==> src/rtl/ram_bist_ctrl.sv <==
// Two-pass RAM BIST controller: writes an address-derived pattern, reads it back
// through a one-cycle pipelined compare, then repeats with the inverted pattern.
module ram_bist_ctrl #(
  parameter int unsigned ram_width = 8,
  parameter int unsigned addr_size = 4,
  parameter int unsigned ram_depth = 16
) (
  input  logic                 clk,
  input  logic                 reset,
  input  logic                 start,
  input  logic [ram_width-1:0] data_out,
  output logic                 read_en,
  output logic                 write_en,
  output logic [ram_width-1:0] data_in,
  output logic [addr_size-1:0] rd_addr,
  output logic [addr_size-1:0] wr_addr,
  output logic                 busy,
  output logic                 done,
  output logic                 fail,
  output logic [addr_size+1:0] err_count,
  output logic [addr_size-1:0] first_err_addr
);

  localparam int unsigned ErrW = addr_size + 2;
  localparam logic [addr_size-1:0] LastAddr = addr_size'(ram_depth - 1);
  localparam logic [ErrW-1:0] ErrMax = '1;

  typedef enum logic [2:0] {StIdle, StWrite, StRead, StDrain, StDone} state_e;

  state_e               state_q, state_d;
  logic                 p_q, p_d;
  logic [addr_size-1:0] addr_q, addr_d;
  logic                 read_en_q, read_en_d, write_en_q, write_en_d;
  logic [ram_width-1:0] data_in_q, data_in_d;
  logic [addr_size-1:0] rd_addr_q, rd_addr_d, wr_addr_q, wr_addr_d;
  logic                 busy_q, busy_d, done_q, done_d;
  logic [ErrW-1:0]      err_count_q, err_count_d;
  logic [addr_size-1:0] first_q, first_d;
  logic                 cmp_valid_q, cmp_valid_d;
  logic [addr_size-1:0] cmp_addr_q, cmp_addr_d;
  logic                 accept;

  function automatic logic [ram_width-1:0] pattern(input logic [addr_size-1:0] a, input logic p);
    logic [31:0]          s;
    logic [ram_width-1:0] v;
    s = 32'(a) + 32'd1;
    v = ram_width'(s);
    return p ? ~v : v;
  endfunction

  always_comb begin
    state_d     = state_q;
    p_d         = p_q;
    addr_d      = addr_q;
    err_count_d = err_count_q;
    first_d     = first_q;
    accept      = 1'b0;

    unique case (state_q)
      StIdle, StDone: begin
        if (start) begin
          accept  = 1'b1;
          state_d = StWrite;
          p_d     = 1'b0;
          addr_d  = '0;
        end
      end
      StWrite: begin
        if (addr_q == LastAddr) begin
          state_d = StRead;
          addr_d  = '0;
        end else begin
          addr_d = addr_q + addr_size'(1);
        end
      end
      StRead: begin
        if (addr_q == LastAddr) begin
          state_d = StDrain;
          addr_d  = '0;
        end else begin
          addr_d = addr_q + addr_size'(1);
        end
      end
      StDrain: begin
        addr_d = '0;
        if (!p_q) begin
          p_d     = 1'b1;
          state_d = StWrite;
        end else begin
          state_d = StDone;
        end
      end
      default: state_d = StIdle;
    endcase

    // Outputs are registered, so they are decoded from the next state.
    write_en_d = (state_d == StWrite);
    read_en_d  = (state_d == StRead);
    wr_addr_d  = write_en_d ? addr_d : wr_addr_q;
    data_in_d  = write_en_d ? pattern(addr_d, p_d) : data_in_q;
    rd_addr_d  = read_en_d ? addr_d : rd_addr_q;
    busy_d     = (state_d == StWrite) || (state_d == StRead) || (state_d == StDrain);
    done_d     = (state_d == StDone);

    // Read data arrives one cycle after the strobe, so the compare lags by one.
    cmp_valid_d = read_en_q;
    cmp_addr_d  = rd_addr_q;
    if (accept) begin
      err_count_d = '0;
      first_d     = '0;
    end else if (cmp_valid_q && (data_out != pattern(cmp_addr_q, p_q))) begin
      if (err_count_q != ErrMax) err_count_d = err_count_q + ErrW'(1);
      if (err_count_q == '0) first_d = cmp_addr_q;
    end
  end

  always_ff @(posedge clk) begin
    if (reset) begin
      state_q     <= StIdle;
      p_q         <= 1'b0;
      addr_q      <= '0;
      read_en_q   <= 1'b0;
      write_en_q  <= 1'b0;
      data_in_q   <= '0;
      rd_addr_q   <= '0;
      wr_addr_q   <= '0;
      busy_q      <= 1'b0;
      done_q      <= 1'b0;
      err_count_q <= '0;
      first_q     <= '0;
      cmp_valid_q <= 1'b0;
      cmp_addr_q  <= '0;
    end else begin
      state_q     <= state_d;
      p_q         <= p_d;
      addr_q      <= addr_d;
      read_en_q   <= read_en_d;
      write_en_q  <= write_en_d;
      data_in_q   <= data_in_d;
      rd_addr_q   <= rd_addr_d;
      wr_addr_q   <= wr_addr_d;
      busy_q      <= busy_d;
      done_q      <= done_d;
      err_count_q <= err_count_d;
      first_q     <= first_d;
      cmp_valid_q <= cmp_valid_d;
      cmp_addr_q  <= cmp_addr_d;
    end
  end

  assign read_en        = read_en_q;
  assign write_en       = write_en_q;
  assign data_in        = data_in_q;
  assign rd_addr        = rd_addr_q;
  assign wr_addr        = wr_addr_q;
  assign busy           = busy_q;
  assign done           = done_q;
  assign err_count      = err_count_q;
  assign first_err_addr = first_q;
  assign fail           = (err_count_q != '0);

endmodule

==> config.mk <==
export PLATFORM = sky130hd
export DESIGN_NAME = ram_bist_ctrl
export DESIGN_NICKNAME = d
export VERILOG_FILES = /design/src/rtl/ram_bist_ctrl.sv
export SDC_FILE = /design/constraint.sdc
export NUM_CORES = 1
export LEC_CHECK = 0
export BUFFER_PORTS_ARGS = -buffer_cell sky130_fd_sc_hd__buf_2
export CAP_MARGIN = 30
export CORE_ASPECT_RATIO = 2
export CORE_MARGIN = 1
export CORE_UTILIZATION = 53
export DETAILED_ROUTE_END_ITERATION = 10
export PLACE_DENSITY = 0.88
export SLEW_MARGIN = 20
export SYNTH_ARGS = -nofsm -noshare
export SYNTH_HDL_FRONTEND = slang
export SYNTH_SLANG_ARGS = --single-unit
export TNS_END_PERCENT = 50
==> constraint.sdc <==
create_clock -name clk -period 2.4 [get_ports clk]
set_input_delay 0.12 -clock clk [delete_from_list [all_inputs] [get_ports clk]]
set_output_delay 0.12 -clock clk [all_outputs]
set_load 0.1 [all_outputs]
==> out/results.ini, run 1 <==
[yosys]
synthesis.nets = 277
synthTopCellsByArea = dfxtp_1, a21oi_1, nand2_1, nand3_1, nor2b_1
yosysMostFrequentCell = dfxtp_1
synthMuxAreaShare = 0.02303
synth_top_area_frac = 0.3777
synth_simple_gate_area_frac = 0.2268
synth_flop_cell = dfxtp_1
synth_fa_ha_area_frac = 0.02879
synth_cell_types = 51
synth_edf_count = 0
synth.avg_cell_area_um2 = 8.327
syn_area_um2 = 2173
synth-xor-area-share = 0.06275
synth_warnings = 0
syn-instance-count = 261
synth_top_family_by_area = simple AND/OR/NAND/NOR gates
synthTopCellsByCount = dfxtp_1, a21oi_1, nand2_1, nor2_1, nand3_1
synth_async_sr_flop_share = 0
yosys_register_bits = 41
synth_compound_gate_area_share = 0.2176
yosysSeqAreaShare = 0.3777
yosys.area.top_type = dfxtp_1

[place]
dpl.hpwl_um = 3948
placed_cells = 352
io_buffers = 41
routabilityCongestion = 0.9210
dp_slack_ns = 0.2515

[die]
start_util = 0.5596
die_h_um = 92.56
dieWidth_um = 47.28
die_area_um2 = 4376
row_count = 32
ios = 42
core_um2 = 3884

[power]
leakage_nw = 1.141
vdd_drop_max_mv = 0.4955
power_density_nw_per_um2 = 597.0

[layout]
antenna_cells = 0
drive_above_1_share = 0.2395
fin_nets = 324
fin_cells = 360
syn2layout_area_growth_pct = 19.69

[clocking]
cts-root-buf = clkbuf_8
h-tree-depth = 2
clock_sinks = 41
cts_hold_buf = 0
clk_latency_ns = 0.30
cts_buffer_depth = 2
cts_tree = yes
postCtsSetupBuffers = 0
clk_pin_slew_ns = 0.08
cts_resized = 0
numCtsBuffers = 5

[detailed_routing]
drt_iter0_drc = 70
routedWlPerCell_um = 14.79
dr.pass1.iters = 4
antenna_left = 0
routed_wl_um = 5324
vias = 2084
viasPerCell = 5.789
drcViolationCount = 0

[timing]
worst_slack_ns = 0.2084
setup_viol = 0
fin_crit_ns = 2.192
skew_ns = 0.007418
rsz0062_at_grt = no
fmaxAchievable_mhz = 456.3
period_share = 0.9132
finalMaxSlewViolations = 0
hold_viol_final = 0
slew_headroom = 0.5937
tns_ns = 0
worst_slew_pin_slew_ns = 0.6086

[setup_path]
setup.worst_path.end_class = flop
worstPathRequired_ns = 2.56
cp_num_buf_inv = 1
slowest_stage = dfxtp_1
startpoint = addr_q[0]
rr_startpoint = addr_q[0]
cp-start-kind = flop
crit_top_cell = ha_1
path_cells = ha_1 > a311o_1 > a211oi_1 > o21ba_2 > inv_1 > ha_1 > xor2_1 > xnor2_1 > a22oi_1
worstPathArrival_ns = 2.35
setup.worst_path.class = flop to flop
critPathTopFamily = compound AO/OA/AOI/OAI gates
crit_fanout = 10
max_stage_delay_ns = 0.40

[global_route]
grt_pass1_vias = 2011
grt_max_degree = 32
grt_antenna_before_repair = 0
grtUsageMet2 = 0.4989
grt_most_used_layer = met2
grt_overflow = 0
grt_usage = 0.2720
use_met1 = 0.2594
grt_use_met3 = 0.04288
grt_pass1_wl_um = 8749

[worst_hold_path]
worstHoldStart = start
min_path_type = input pin to flop

[run]
drv_cap = 0

[outcome]
status = finished clean

-- layout make-up --
cell class | count | area, um^2
Timing Repair Buffer | 58 | 332.8
Inverter | 12 | 45.04
Fill cell | 341 | 1282
Tap cell | 51 | 63.81
Sequential cell | 41 | 824.5
Clock inverter | 2 | 37.54
Multi-Input combinational cell | 190 | 1215
Clock buffer | 6 | 82.58
-- worst min-delay path: stages --
cell	delay, ns
buf_2	0.17
nand2_1	0.12
a21oi_1	0.08
-- power breakdown --
group | switching, mW | internal [mW]
Clock | 0.248 | 0.338
Sequential | 0.0183 | 0.698
Combinational | 0.182 | 0.0681
Total | 0.449 | 1.10
-- metrics by stage --
stage / total power, mW / hold slack (ns) / utilization / area (um^2)
6_report: 1.553 / 0.2373 / 0.6698 / 2601
2_1_floorplan: 0.9204 / 0.2010 / - / 2177
4_1_cts: 1.558 / 0.2203 / 0.6698 / 2601
3_3_place_gp: 0.9779 / 0.4378 / 0.6389 / 2481
5_1_grt: 1.606 / 0.2695 / 0.6698 / 2601
3_5_place_dp: 0.9808 / 0.4465 / 0.6389 / 2481
-- path summary, 6_finish.rpt --
check	end	slack [ns]	cells after the start
worst max-delay path	data_in[2]	0.21	9
worst min-delay path	state_q[0]	0.24	3
worst max register to register	data_in[2]	0.21	9
worst min register to register	wr_addr[2]	0.46	2
-- layer usage --
layer | vias to the layer above | part of all wire
li1 | 1013 | -
met5 | - | 0
met3 | 12 | 0.041
met4 | 0 | 0.024
met2 | 72 | 0.58
met1 | 987 | 0.35
-- flip-flops by register name, indices dropped and copies added, names as in the netlist, 3 cells and up --
signal / cells
state_q: 3
addr_q: 4
data_in: 6
err_count: 6
rd_addr: 4
wr_addr: 4
first_err_addr: 4
cmp_addr_q: 4
-- cell usage in the layout (no fill, tap or decap), types with 3 or more instances in the layout --
cell type  count
xor2_1         6
a31oi_1        3
and3_1         5
a22oi_1        3
mux2i_1        5
o21ai_0       10
nand2_1       24
nor3b_1        4
nand2b_1       6
nor3_1         5
ha_1           5
dfxtp_2        3
a211oi_1       7
xnor2_1        7
dfxtp_1       38
buf_2         41
inv_1         12
nor2_1        18
clkbuf_8       6
buf_4         17
a21oi_1       24
nand3_1       15
nor2b_1       12
-- cells by family (layout without fill, tap and decap cells) --
family                     count (synthesis)  in the layout
DFF                                       41             41
muxes                                      5              5
and+or+nand+nor                           97             97
adders and majority gates                  5              5
AOI/OAI and AO/OA                         69             69
buffers and inverters                     30             78
xor gates and xnor gates                  14             14
No activity file was read; power rests on OpenSTA's default activity.
==> run 2: changes to the inputs <==
CORE_UTILIZATION = 50   (was 53)
PLACE_DENSITY = 0.84   (was 0.88)
==> out/results.ini, run 2 (same netlist as run 1, synthesis figures left out) <==
[clocking]
clock_sinks = 41
cts_tree = yes
clk_latency_ns = 0.29
numCtsBuffers = 5
postCtsSetupBuffers = 0
cts-root-buf = clkbuf_8
clk_pin_slew_ns = 0.07
cts_resized = 0
h-tree-depth = 2
cts_hold_buf = 0
cts_buffer_depth = 2

[global_route]
grt_pass1_vias = 1945
grt_pass1_wl_um = 8507
grt_max_degree = 32
grt_usage = 0.2413
grt_antenna_before_repair = 0
grt_overflow = 0

[detailed_routing]
viasPerCell = 5.726
antenna_left = 0
vias = 2027
routedWlPerCell_um = 14.56
dr.pass1.iters = 4
routed_wl_um = 5156
drcViolationCount = 0
drt_iter0_drc = 90

[setup_path]
cp.depth = 9
crit_fanout = 10
worstPathArrival_ns = 2.40
worstPathRequired_ns = 2.57
setup.worst_path.end_class = flop
cp_num_buf_inv = 1
critPathTopFamily = compound AO/OA/AOI/OAI gates
cp-start-kind = flop
path_cells = ha_1 > a311o_1 > a211oi_1 > o21ba_2 > inv_1 > ha_1 > xor2_1 > xnor2_1 > a22oi_1
slowest_stage = dfxtp_1
max_stage_delay_ns = 0.39
crit_top_cell = ha_1
setup.worst_path.class = flop to flop
rr_worst_depth = 9

[die]
ios = 42
dieWidth_um = 48.62
core_um2 = 4129
die_h_um = 95.24
row_count = 33
start_util = 0.5264
die_area_um2 = 4631

[timing]
fmaxAchievable_mhz = 447.2
tns_ns = 0
finalMaxSlewViolations = 0
period_share = 0.9317
holdWs_ns = 0.2218
fin_crit_ns = 2.236
rsz0062_at_grt = no
setup_viol = 0
skew_ns = 0.003015
slew_headroom = 0.6118
worst_slew_pin_slew_ns = 0.5815
hold_viol_final = 0

[layout]
syn2layout_area_growth_pct = 15.95
layout_commonest_cell = buf_2
fin_nets = 319
drive_above_1_share = 0.2252
fin_cells = 354
final_cell_mix = buf_2, dfxtp_1, a21oi_1, nand2_1, nor2_1
antenna_cells = 0

[outcome]
status = finished clean

[power]
total_power_mw = 1.375
leakage_nw = 1.098
power_density_nw_per_um2 = 545.6
vdd_drop_max_mv = 0.4265

[place]
routabilityCongestion = 0.9167
placed_cells = 348
io_buffers = 41
dpl.hpwl_um = 3895

[worst_hold_path]
min_path_type = input pin to flop
holdPathStages = 3

[run]
drv_cap = 0

==> run 2: worst min-delay path, cell delays in order <==
cell and delay [ns]:
buf_2 0.16, nand2_1 0.11, a21oi_1 0.08
==> run 2: layout make-up <==
| type | count | area [um^2] |
|---|---|---|
| Fill cell | 384 | 1609 |
| Multi-Input combinational cell | 190 | 1215 |
| Sequential cell | 41 | 825.8 |
| Timing Repair Buffer | 53 | 295.3 |
| Clock buffer | 5 | 68.82 |
| Tap cell | 52 | 65.06 |
| Inverter | 12 | 45.04 |
| Clock inverter | 1 | 5.005 |
==> run 2: final timing paths <==
check / from / to / slack [ns]
min reg2reg: read_en / cmp_valid_q / 0.46
max: addr_q[0] / data_in[2] / 0.16
min: start / state_q[0] / 0.22
max reg2reg: addr_q[0] / data_in[2] / 0.16
==> run 2: power breakdown <==
group	leakage (nW)	internal [mW]	switching, mW
clock	0.0399	0.191	0.223
combinational	0.724	0.0635	0.179
sequential	0.334	0.699	0.0200
==> run 2: per-layer routing <==
metal / global-route usage / up-vias / share of wire
li1: - / 1005 / -
met3: 0.03509 / 10 / 0.040
met4: 0.1348 / 0 / 0.022
met2: 0.4745 / 70 / 0.58
met5: 0 / - / 0
met1: 0.2328 / 942 / 0.36
==> run 2: metrics by stage <==
step / setup WS, ns / util / area (um^2)
floorplan: 0.006635 / - / 2177
global route: 0.003426 / 0.6103 / 2520
detailed placement: 0.2044 / 0.5921 / 2445
global placement: 0.2862 / 0.5921 / 2445
CTS: 0.1883 / 0.6100 / 2519
finish: 0.1640 / 0.6103 / 2520
